## config.mk

```make
export PLATFORM = sky130hd
export DESIGN_NAME = conversor_bcd_binario_seq
export DESIGN_NICKNAME = d
export VERILOG_FILES = /design/src/rtl/conversor_bcd_binario_seq.sv
export SDC_FILE = /design/constraint.sdc
export NUM_CORES = 1
export LEC_CHECK = 0
export BUFFER_PORTS_ARGS = -buffer_cell sky130_fd_sc_hd__clkbuf_2
export CAP_MARGIN = 40
export CORE_ASPECT_RATIO = 1.4
export CORE_MARGIN = 4
export CORE_UTILIZATION = 32
export DETAILED_ROUTE_END_ITERATION = 6
export GPL_TIMING_DRIVEN = 0
export PLACE_DENSITY = 0.52
export SYNTH_ARGS = -nofsm -noshare
export SYNTH_HDL_FRONTEND = slang
export SYNTH_SLANG_ARGS = --single-unit
```

## constraint.sdc

```tcl
create_clock -name clk -period 1.5 [get_ports clk]
set_input_delay 0.3 -clock clk [delete_from_list [all_inputs] [get_ports clk]]
set_output_delay 0.3 -clock clk [all_outputs]
set_load 0.05 [all_outputs]
```

## src/rtl/conversor_bcd_binario_seq.sv

```systemverilog
// Sequential packed-BCD to binary converter (reverse double-dabble: shift right,
// then subtract 3 from each digit >= 8), with start/busy/done handshake.
module conversor_bcd_binario_seq #(
    parameter int DIGITOS    = 3,
    parameter int LARG_INT   = 10,
    parameter int LARG_SAIDA = 8
) (
    input  logic                    clk,
    input  logic                    rst_n,
    input  logic                    Inicio,
    input  logic [4*DIGITOS-1:0]    EntradaBCD,
    output logic [LARG_SAIDA-1:0]   Binario,
    output logic                    Ocupado,
    output logic                    Pronto,
    output logic                    Overflow,
    output logic                    Erro
);

    localparam int LARG_BCD  = 4 * DIGITOS;
    localparam int LARG_TRAB = LARG_BCD + LARG_INT;
    localparam int LARG_CONT = $clog2(LARG_INT + 1);

    typedef enum logic [1:0] {IDLE, CONV, DONE} estado_t;

    estado_t                estado;
    estado_t                proximo;
    logic [LARG_TRAB-1:0]   trab;
    logic [LARG_TRAB-1:0]   trab_prox;
    logic [LARG_INT-1:0]    bin_prox;
    logic [LARG_CONT-1:0]   contador;
    logic                   erro_pend;
    logic                   entrada_invalida;
    logic                   ultima;
    logic                   excede;

    always_comb begin
        entrada_invalida = 1'b0;
        for (int i = 0; i < DIGITOS; i++) begin
            if (EntradaBCD[4*i +: 4] > 4'd9) begin
                entrada_invalida = 1'b1;
            end
        end
    end

    // One conversion step: the correction acts on the already-shifted digits.
    always_comb begin
        trab_prox = trab >> 1;
        for (int i = 0; i < DIGITOS; i++) begin
            if (trab_prox[LARG_INT + 4*i +: 4] >= 4'd8) begin
                trab_prox[LARG_INT + 4*i +: 4] = trab_prox[LARG_INT + 4*i +: 4] - 4'd3;
            end
        end
    end

    assign bin_prox = trab_prox[LARG_INT-1:0];
    assign excede   = (bin_prox >> LARG_SAIDA) != '0;
    assign ultima   = (contador == LARG_CONT'(LARG_INT - 1));
    assign Ocupado  = (estado != IDLE);

    always_ff @(posedge clk or negedge rst_n) begin
        if (!rst_n) begin
            estado <= IDLE;
        end else begin
            estado <= proximo;
        end
    end

    // An invalid operand spends one IDLE cycle flagged as pending before DONE.
    always_comb begin
        proximo = estado;
        case (estado)
            IDLE: begin
                if (erro_pend) begin
                    proximo = DONE;
                end else if (Inicio && !entrada_invalida) begin
                    proximo = CONV;
                end
            end
            CONV: begin
                if (ultima) begin
                    proximo = DONE;
                end
            end
            DONE:    proximo = IDLE;
            default: proximo = IDLE;
        endcase
    end

    always_ff @(posedge clk or negedge rst_n) begin
        if (!rst_n) begin
            trab      <= '0;
            contador  <= '0;
            erro_pend <= 1'b0;
            Binario   <= '0;
            Overflow  <= 1'b0;
            Erro      <= 1'b0;
            Pronto    <= 1'b0;
        end else begin
            Pronto <= (proximo == DONE);
            case (estado)
                IDLE: begin
                    if (erro_pend) begin
                        erro_pend <= 1'b0;
                        Erro      <= 1'b1;
                        Binario   <= '0;
                        Overflow  <= 1'b0;
                    end else if (Inicio) begin
                        trab      <= {EntradaBCD, {LARG_INT{1'b0}}};
                        contador  <= '0;
                        erro_pend <= entrada_invalida;
                    end
                end
                CONV: begin
                    trab     <= trab_prox;
                    contador <= contador + LARG_CONT'(1);
                    if (ultima) begin
                        Erro <= 1'b0;
                        if (excede) begin
                            Overflow <= 1'b1;
                            Binario  <= '1;
                        end else begin
                            Overflow <= 1'b0;
                            Binario  <= bin_prox[LARG_SAIDA-1:0];
                        end
                    end
                end
                default: begin
                end
            endcase
        end
    end

endmodule

```

; After elaboration in Yosys (flattened, before gate mapping)
; Index checks and enable logic that the tools add are counted.
[classes]
reduce_logical = 8
n_eq_ne = 7
n_lt_le_gt_ge = 6
n_mux = 29
addsub = 4
[op_table]
columns = operator, n
row1 = $mux W22, 2
row2 = $pmux W22 S2, 1
row3 = $mux W8, 3
row4 = $mux W4, 5
row5 = $pmux W8 S2, 1
row6 = $gt A4 B4 Y1 const B, 3
row7 = $mux W1, 10
row8 = $reduce_bool A10 Y1, 1
row9 = $ge A4 B4 Y1 const B, 2
row10 = $ne A2 B2 Y1 const B, 4
row11 = $pmux W4 S2, 1
row12 = $sub A4 B2 Y4 const B, 2
row13 = $mux W2, 3
row14 = $reduce_and A3 Y1, 2
row15 = $add A4 B1 Y4 const B, 1
row16 = $eq A4 B4 Y1 const B, 1
row17 = $ge A3 B4 Y1 const B, 1
row18 = $pmux W1 S2, 2
row19 = $pmux W2 S2, 1
row20 = $reduce_bool A2 Y1, 2
row21 = $sub A3 B2 Y4 const B, 1
row22 = $eq A2 B1 Y1 const B, 1
row23 = $eq A2 B2 Y1 const B, 1
row24 = $logic_not A2 Y1, 1
row25 = other kinds (2), 2
[totals]
word_cells = 62
input_bits = 15
out_inout_bits = 12
reg_bits = 40

; Longest topological paths before layout
; Gate-level depths: netlist of run 1.
[depth]
ltp_word = 10
depth_mapped = 6
depth_no_buf = 5

; Worst setup path after synthesis of run 1
; Ideal clock, no wire load.
[synth_timing]
path_kind = register to register
startpoint = register estado[1]
endpoint = register erro_pend
slack_ns = 0.049
setup_time_ns = 0.121
period_less_slack_ns = 1.451
t_arrival_ns = 1.330
t_required_ns = 1.379
path_buffers = 1
stages_incl_launch_ff = 5
path_cell_list = dfrtp_1 > buf_2 > inv_2 > nand2_1 > a22o_1
[synth_via]
elab_chain_cells = 1
[synth_lines]
columns = item, line_no
row1 = "start, declared", 25  ; estado_t estado;
row2 = "start signal, assigned", 64  ; estado <= proximo;
row3 = $logic_not A2 Y1, 100  ; case (estado)
row4 = "end signal, assigned", 110  ; erro_pend <= entrada_invalida;
row5 = "end, declared", 31  ; logic erro_pend;
; No other way between the ends.
; A chain may end at the register's enable or synchronous reset.

; Worst setup path after layout of run 1
[layout_timing]
startpoint = register estado[1]
endpoint = output port Ocupado
[layout_via]
elab_chain_cells = 1
[layout_lines]
columns = item, line_no
row1 = $reduce_bool A2 Y1, 58  ; assign Ocupado = (estado != IDLE);
row2 = "end, declared", 13  ; output logic Ocupado,
; No other way between the ends.

==> out/metrics.cfg, run 1 <==
[sta]
relSlewSlack_pct=71.4
min_period_ps=1460
rsz0062_at_grt=yes
fin_worst_skew_ps=3.41
maxSlewViolCount=0
finalHoldViolations=0
finalSetupViolCount=0
worst_slew_pin_slew_ps=429
fmax_mhz=683
fin_crit_sh_pct=97.6
fin_hold_ws_ps=240

[power]
seqPwrFrac_pct=35.3
ir_worst_vdd_mv=1.14
p_int_mw=2.77
swShare_pct=41.9
power_frac_comb_pct=48.1
switching_power_mw=1.99
pwr_density_cell_nw_per_um2=1880
clockPowerShare_pct=16.5
power.leakage_nw=1.19

[clock_tree]
cts_sinks=39
cts_tree=built
cts_buffers=5
ctsHtreeMaxLevel=2
clock_latency_ps=290
cts_buffer_depth=2
root_buffer=clkbuf_8
cts.clk_slew.worst_paths_ps=80

[routing]
final_antenna_net_count=0
routedWlPerCell_um=15.5
vias_per_cell=5.31
drt-initial-drc-count=118
vias=1706
drcViolationCount=0
wl_um=4990
first_pass_iters=4

[finish]
fillers=619
final_common_cell=dfrtp_1
layout_common_cells=dfrtp_1 (37), nand3_1 (25), clkbuf_2 (25), nand2_1 (24), a21oi_1 (15)
finalNetCount=271
diodes=0
fin_cells=321
drive_above_1_share_pct=31.1
syn2layout_area_growth_pct=26.8

[placed_design]
hpwl_um=3470
gp_congestion=0.756
io_buffers=26
placedCellCount=305

[min_path]
worstHoldPathType=input pin to register

[global_route]
grt_pass1_wl_um=8470
first_global_vias=1641
antenna_found_initial=0
grt.total_usage_pct=14.6
grt_max_degree=28
grt_overflow=0

[yosys]
synthCells=208
syn_nets=229
ys_types=38
yosysWarnings=0
synth.avg_cell_area_um2=9.61
netlist_area_um2=2000
synth_edf_count=0
async_reset_ff_share_pct=100
seq_area_frac_synth_pct=48.8
synth-seq-cells=39
synth_flop_cell=dfrtp_1

[floorplan]
die_y_um=102
fp.dieW_um=74.8
dieArea_um2=7590
coreArea_um2=5950
io_pins=27
start_util_pct=33.6
num_rows=33

[run_status]
status=completed

[worst_setup_path]
path_max_fanout=7
cp-start-kind=register
crit_type=register to output port
cp.required_ps=1200
end_kind=output port
worstPathArrival_ps=1160

[run]
cap_violations=0

## what timing repair did
| action | 4_1_cts | 5_1_grt |
|---|---|---|
| hold endpoints to repair | 12 | 0 |
| resized for setup | 17 | 20 |
| cloned | 0 | 1 |
| hold buffers | 1 | 0 |
| pin swaps | 1 | 4 |
| setup endpoints to repair | 12 | 28 |
| buffers inserted | 3 | 3 |
## synthesized netlist by cell type (2+ instances only)
library cell / count / area, um2
a31oi_1: 3 / 18.8
a21oi_1: 16 / 80.1
o22ai_1: 8 / 50.1
a22oi_2: 8 / 100
ha_1: 6 / 75.1
dfrtp_1: 39 / 976
nor4bb_1: 2 / 20.0
o211ai_1: 2 / 15.0
nor2b_1: 4 / 25.0
xnor2_1: 2 / 17.5
buf_2: 10 / 50.1
nand3_1: 26 / 130
nor2_1: 15 / 56.3
nand2_1: 25 / 93.8
xor2_1: 2 / 17.5
o21ai_1: 5 / 25.0
o21ai_0: 5 / 25.0
mux2i_1: 3 / 30.0
or3b_1: 2 / 17.5
inv_1: 6 / 22.5
nand2b_1: 2 / 12.5
## critical path, stage by stage, from the launching register on
cell and delay, ps:
dfrtp_2 450, buf_8 150, inv_8 70, nand2_4 60, buf_8 140
## power groups by stage
stage                     combinational, mW  sequential, mW  clock (mW)
after global routing                   2.54            1.73       0.851
after CTS                              2.07            1.66       0.810
after floorplan                        1.36            1.67           0
after global placement                 1.86            1.68           0
final                                  2.29            1.68       0.786
after detailed placement               1.88            1.68           0
## registers in the layout, summed over array words and instances, names as in the netlist
name and count:
Erro 1, Binario 8, Overflow 1, Pronto 1
contador 4, estado 2, trab 21, erro_pend 1
## per-layer routing
layer | track usage, % | wire, um | vias up
met5 | 0 | 0 | -
met4 | 4.11 | 66 | 0
met3 | 2.68 | 203 | 7
met2 | 23.7 | 2420 | 40
met1 | 19.8 | 2300 | 837
li1 | - | - | 822
## worst paths after layout
path	start	end	slack, ps	cells past startpoint
hold reg to reg	trab[6]	trab[5]	500	2
min in group asynchronous	rst_n	Binario[4]	450	2
max in group asynchronous	rst_n	contador[0]	560	3
setup reg to reg	estado[1]	trab[15]	40	5
hold / removal	EntradaBCD[8]	trab[18]	240	3
setup / recovery	estado[1]	Ocupado	40	4
## stage by stage
| stage | utilization (%) | total power [mW] | setup WS [ps] | instance area, um2 | setup TNS, ps |
|---|---|---|---|---|---|
| 3_3_place_gp | 37.3 | 3.54 | -180 | 2220 | -615 |
| 4_1_cts | 40.7 | 4.54 | -17.8 | 2420 | -21.7 |
| 6_report | 42.7 | 4.76 | 35.9 | 2540 | 0 |
| 3_5_place_dp | 37.6 | 3.56 | -144 | 2240 | -686 |
| 5_1_grt | 42.7 | 5.12 | -2.11 | 2540 | -3.85 |
| 2_1_floorplan | - | 3.03 | 48.9 | 2000 | 0 |
## cells by family (layout without fill, tap and decap cells)
family	after synthesis	in the layout	synth area share, %
xor+xnor	4	4	1.75
fa+ha+maj	6	6	3.75
mux	4	4	2.07
buf+inv	21	64	5.13
flops	39	39	48.8
compound gates	52	52	17.9
simple gates	82	82	20.6
## area by class of cell
cell class,count,area (um2),share of cell area (%)
inverters,7,38.8,1.53
plain buffers,14,111,4.39
repair buffers,35,244,9.62
well taps,70,87.6,3.45
clock buffers,8,100,3.95
multi-input cells,148,976,38.5
flip-flops and latches,39,978,38.6
Note: power is estimated with default switching activity, not from simulation.
==> run 2, diff against run 1 <==
- CELL_PAD_IN_SITES_DETAIL_PLACEMENT: not set -> 0
- CELL_PAD_IN_SITES_GLOBAL_PLACEMENT: not set -> 1
- PLACE_DENSITY: 0.52 -> 0.64
==> out/metrics.cfg, run 2 (synthesized netlist as in run 1, its figures left out) <==
[min_path]
hold_path_end=trab[18]  ; unchanged
hold_depth=3  ; unchanged
worstHoldPathType=input pin to register  ; unchanged
hold_start=EntradaBCD[8]  ; unchanged

[finish]
fin_area_um2=2590  ; was 2540 um2
largest_register_ffs=21  ; unchanged
drive_above_1_share_pct=33.3  ; was 31.1%
layout_common_cells=dfrtp_1 (38), clkbuf_2 (26), nand3_1 (26), nand2_1 (24)  ; was dfrtp_1 (37), nand3_1 (25), clkbuf_2 (25), nand2_1 (24), a21oi_1 (15)
regMostFlops=trab  ; unchanged
fillers=624  ; was 619
syn2layout_area_growth_pct=29.8  ; was 26.8%
final_common_cell=dfrtp_1  ; unchanged
top_regs=trab: 21 flops, Binario: 8 flops, contador: 4 flops  ; unchanged
finalNetCount=281  ; was 271
fin_cells=331  ; was 321
diodes=0  ; unchanged
final_util_pct=43.6  ; was 42.7%

[routing]
routedWlPerCell_um=16.1  ; was 15.5 um
first_pass_iters=4  ; unchanged
final_antenna_net_count=0  ; unchanged
drcViolationCount=0  ; unchanged
vias_per_cell=5.23  ; was 5.31
drt-initial-drc-count=77  ; was 118
wl_um=5320  ; was 4990 um
vias=1731  ; was 1,706

[global_route]
grt_overflow=0  ; unchanged
first_global_vias=1659  ; was 1,641
grt.total_usage_pct=14.7  ; was 14.6%
grt_max_degree=22  ; was 28
grt_pass1_wl_um=8440  ; was 8470 um
antenna_found_initial=0  ; unchanged

[power]
power.leakage_nw=1.24  ; was 1.19 nW
power_frac_comb_pct=51.0  ; was 48.1%
pwr_density_cell_nw_per_um2=1860  ; was 1880 nW/um2
switching_power_mw=2.04  ; was 1.99 mW
ir_worst_vdd_mv=1.06  ; was 1.14 mV
finalPower_mw=4.84  ; was 4.76 mW
p_int_mw=2.80  ; was 2.77 mW
swShare_pct=42.1  ; was 41.9%
seqPwrFrac_pct=34.3  ; was 35.3%
clockPowerShare_pct=14.7  ; was 16.5%

[sta]
relSlewSlack_pct=62.9  ; was 71.4%
finalSetupViolCount=0  ; unchanged
fin_worst_skew_ps=5.64  ; was 3.41 ps
fin_crit_sh_pct=97.4  ; was 97.6%
rsz0062_at_grt=yes  ; unchanged
maxSlewViolCount=0  ; unchanged
fmax_mhz=684  ; was 683 MHz
fin_hold_ws_ps=242  ; was 240 ps
finalSetupTns_ps=0  ; unchanged
finalHoldViolations=0  ; unchanged
min_period_ps=1460  ; about the same
fin_ws_ps=38.3  ; was 35.9 ps
worst_slew_pin_slew_ps=557  ; was 429 ps

[worst_setup_path]
cp-startpoint=estado[1]  ; unchanged
r2r-end=trab[15]  ; unchanged
path_max_fanout=8  ; was 7
worstPathArrival_ps=1160  ; about the same
end_kind=output port  ; unchanged
cp.required_ps=1200  ; about the same
reg2reg_slack_ps=50  ; was 40 ps
cp-start-kind=register  ; unchanged
rr_startpoint=estado[1]  ; unchanged
crit_type=register to output port  ; unchanged
reg2reg_depth=5  ; unchanged

[placed_design]
dp_slack_ps=-200  ; was -144 ps
hpwl_um=3700  ; was 3470 um
placedCellCount=305  ; unchanged
io_buffers=26  ; unchanged
place_area_um2=2240  ; about the same
gp_congestion=0.732  ; was 0.756

[floorplan]
die_y_um=102  ; unchanged
start_util_pct=33.6  ; unchanged
num_rows=33  ; unchanged
io_pins=27  ; unchanged
fp.dieW_um=74.8  ; unchanged
coreArea_um2=5950  ; unchanged
dieArea_um2=7590  ; unchanged

[clock_tree]
cts_buffers=5  ; unchanged
cts.clk_slew.worst_paths_ps=80  ; about the same
ctsHtreeMaxLevel=2  ; unchanged
clock_latency_ps=290  ; about the same
cts_sinks=39  ; unchanged
cts_buffer_depth=2  ; unchanged
cts_tree=built  ; unchanged
root_buffer=clkbuf_8  ; unchanged

[run]
cap_violations=0  ; unchanged

[run_status]
status=completed  ; unchanged

==> run 2: power by group through the flow <==
stage	clock network, mW	registers [mW]	logic, mW
after global placement	0	1.67	1.89
after detailed placement	0	1.68	1.91
after CTS	0.734	1.66	2.12
after global routing	0.784	1.70	2.72
final	0.710	1.66	2.47
after floorplan	0	1.67	1.36
==> run 2: worst max-delay path by stage <==
stage                      to  depth (start not counted)
floorplan           erro_pend                          4
global placement     trab[11]                          4
detailed placement   trab[11]                          4
CTS                   Ocupado                          4
global route         trab[15]                          5
finish                Ocupado                          4
==> run 2: final cells by class <==
cell class	count	area, um2	area share [%]
Clock inverter	3	15.0	0.579
Multi-Input combinational cell	148	962	37.1
Tap cell	70	87.6	3.38
Clock buffer	5	68.8	2.65
Buffer	14	119	4.58
Timing Repair Buffer	45	327	12.6
Sequential cell	39	977	37.7
Inverter	7	38.8	1.49
==> run 2: timing repair <==
action / in CTS / in global routing
resized for setup: 17 / 20
setup endpoints to repair: 13 / 24
endpoints found under the hold margin: 7 / 0
pin swaps: 1 / 2
hold buffers: 1 / 0
buffers inserted: 4 / 12
gates cloned: 0 / 1
==> run 2: worst max-delay path: stages (launching register included) <==
cell and delay, ps:
dfrtp_2 450, buf_8 150, inv_8 60, nand2_4 60, buf_8 140
==> run 2: per-layer routing <==
layer  vias to the layer above  part of all wire, %  global-route usage (%)
met3                         5                  3.0                    3.28
li1                        839                    -                       -
met4                         0                  1.1                    3.70
met1                       858                   45                    19.6
met2                        29                   51                    23.9
met5                         -                    0                       0
==> run 3, diff against run 2 <==
- MAX_ROUTING_LAYER: not set -> met4
- SETUP_SLACK_MARGIN: not set -> 0.5
==> out/metrics.cfg, run 3 (synthesized netlist as in run 1, its figures left out) <==
[run_status]
status=completed  ; unchanged

[routing]
final_antenna_net_count=0  ; unchanged
wl_um=5420  ; was 5320 um
drt-initial-drc-count=46  ; was 77
vias=1757  ; was 1,731
vias_per_cell=5.06  ; was 5.23
first_pass_iters=4  ; unchanged
drcViolationCount=0  ; unchanged
routedWlPerCell_um=15.6  ; was 16.1 um

[global_route]
grt_pass1_wl_um=9250  ; was 8440 um
grt_max_degree=31  ; was 22
first_global_vias=1857  ; was 1,659
antenna_found_initial=0  ; unchanged
grt.total_usage_pct=16.4  ; was 14.7%
grt_overflow=0  ; unchanged

[finish]
top_regs=trab: 21 flops, Binario: 8 flops, contador: 4 flops  ; unchanged
diodes=0  ; unchanged
largest_register_ffs=21  ; unchanged
finalNetCount=297  ; was 281
final_common_cell=dfrtp_1  ; unchanged
fin_cells=347  ; was 331
syn2layout_area_growth_pct=48.0  ; was 29.8%
fillers=584  ; was 624
regMostFlops=trab  ; unchanged
drive_above_1_share_pct=41.9  ; was 33.3%
layout_common_cells=dfrtp_1 (37), buf_4 (28), nand2_1 (23), nand3_1 (20), clkbuf_2 (15)  ; was dfrtp_1 (38), clkbuf_2 (26), nand3_1 (26), nand2_1 (24)

[sta]
relSlewSlack_pct=74.0  ; was 62.9%
finalHoldViolations=0  ; unchanged
fmax_mhz=709  ; was 684 MHz
fin_hold_ws_ps=248  ; was 242 ps
min_period_ps=1410  ; was 1460 ps
fin_ws_ps=89.6  ; was 38.3 ps
fin_worst_skew_ps=3.87  ; was 5.64 ps
worst_slew_pin_slew_ps=391  ; was 557 ps
rsz0062_at_grt=yes  ; unchanged
finalSetupViolCount=0  ; unchanged
fin_crit_sh_pct=94.0  ; was 97.4%
maxSlewViolCount=0  ; unchanged
finalSetupTns_ps=0  ; unchanged

[power]
ir_worst_vdd_mv=1.22  ; was 1.06 mV
power.leakage_nw=1.38  ; was 1.24 nW
pwr_density_cell_nw_per_um2=1810  ; was 1860 nW/um2

[run]
cap_violations=0  ; unchanged

[clock_tree]
cts_sinks=39  ; unchanged
cts_buffers=5  ; unchanged
cts_tree=built  ; unchanged
cts.clk_slew.worst_paths_ps=70  ; was 80 ps
ctsHtreeMaxLevel=2  ; unchanged
root_buffer=clkbuf_8  ; unchanged
cts_buffer_depth=2  ; unchanged
clock_latency_ps=290  ; about the same

[floorplan]
fp.dieW_um=74.8  ; unchanged
dieArea_um2=7590  ; unchanged
die_y_um=102  ; unchanged
io_pins=27  ; unchanged
start_util_pct=33.6  ; unchanged
coreArea_um2=5950  ; unchanged
num_rows=33  ; unchanged

[min_path]
hold_path_end=trab[10]  ; was trab[18]
worstHoldPathType=input pin to register  ; unchanged
hold_depth=3  ; unchanged
hold_start=EntradaBCD[0]  ; was EntradaBCD[8]

[worst_setup_path]
cp-start-kind=register  ; unchanged
end_kind=output port  ; unchanged
r2r-end=trab[19]  ; was trab[15]
crit_type=register to output port  ; unchanged
path_max_fanout=2  ; was 8
reg2reg_depth=5  ; unchanged
rr_startpoint=estado[1]  ; unchanged
reg2reg_slack_ps=100  ; was 50 ps
worstPathArrival_ps=1110  ; was 1160 ps
cp.required_ps=1200  ; about the same

[placed_design]
dp_slack_ps=44.9  ; was -200 ps
placedCellCount=305  ; unchanged
io_buffers=26  ; unchanged
hpwl_um=3600  ; was 3700 um
gp_congestion=0.764  ; was 0.732

[run 3: area by class of cell]
type	instances	area, um2	area share, %
multi-input cells	148	1050	35.5
clock buffers	8	100	3.38
plain buffers	14	126	4.27
repair buffers	61	576	19.5
well taps	70	87.6	2.96
inverters	7	41.3	1.40
flip-flops and latches	39	978	33.1
[run 3: per-layer routing]
metal	GRT usage [%]	wire length, um	vias up
li1	-	-	873
met1	19.3	2280	847
met2	28.5	2900	28
met3	2.98	153	9
met4	4.38	93	0
met5	-	0	-
[run 3: worst max-delay path, cell delays in order (launching register included)]
cell       delay, ps
dfrtp_2          430
buf_8            130
inv_8             50
nand2_8           40
clkbuf_16        160
[run 3: worst max path at each step]
stage	end	depth (start not counted)	slack, ps	from
after floorplan	Binario[0]	5	250	erro_pend
after global placement	trab[11]	4	50	erro_pend
after global routing	Binario[6]	5	40	estado[1]
after detailed placement	trab[11]	4	40	erro_pend
after CTS	Ocupado	4	80	estado[1]
final	Ocupado	4	90	estado[1]
[run 3: timing repair]
action,4_1_cts,5_1_grt
hold buffers,1,0
gates cloned,1,0
resized for setup,63,19
buffers inserted,27,5
hold endpoints to repair,9,0
pin swaps,16,11
setup endpoints to repair,51,51
[run 3: stage by stage]
step | util [%] | cell area, um2 | total power, mW
2_1_floorplan | - | 2070 | 3.17
3_3_place_gp | 38.5 | 2290 | 3.70
3_5_place_dp | 38.8 | 2310 | 3.72
4_1_cts | 48.4 | 2880 | 5.29
5_1_grt | 49.8 | 2960 | 5.75
6_report | 49.8 | 2960 | 5.35
[run 3: report_power, final]
part	internal (mW)	switching, mW	leakage (nW)
sequential	1.35	0.317	0.508
combinational	1.42	1.48	0.824
clock	0.420	0.367	0.0515
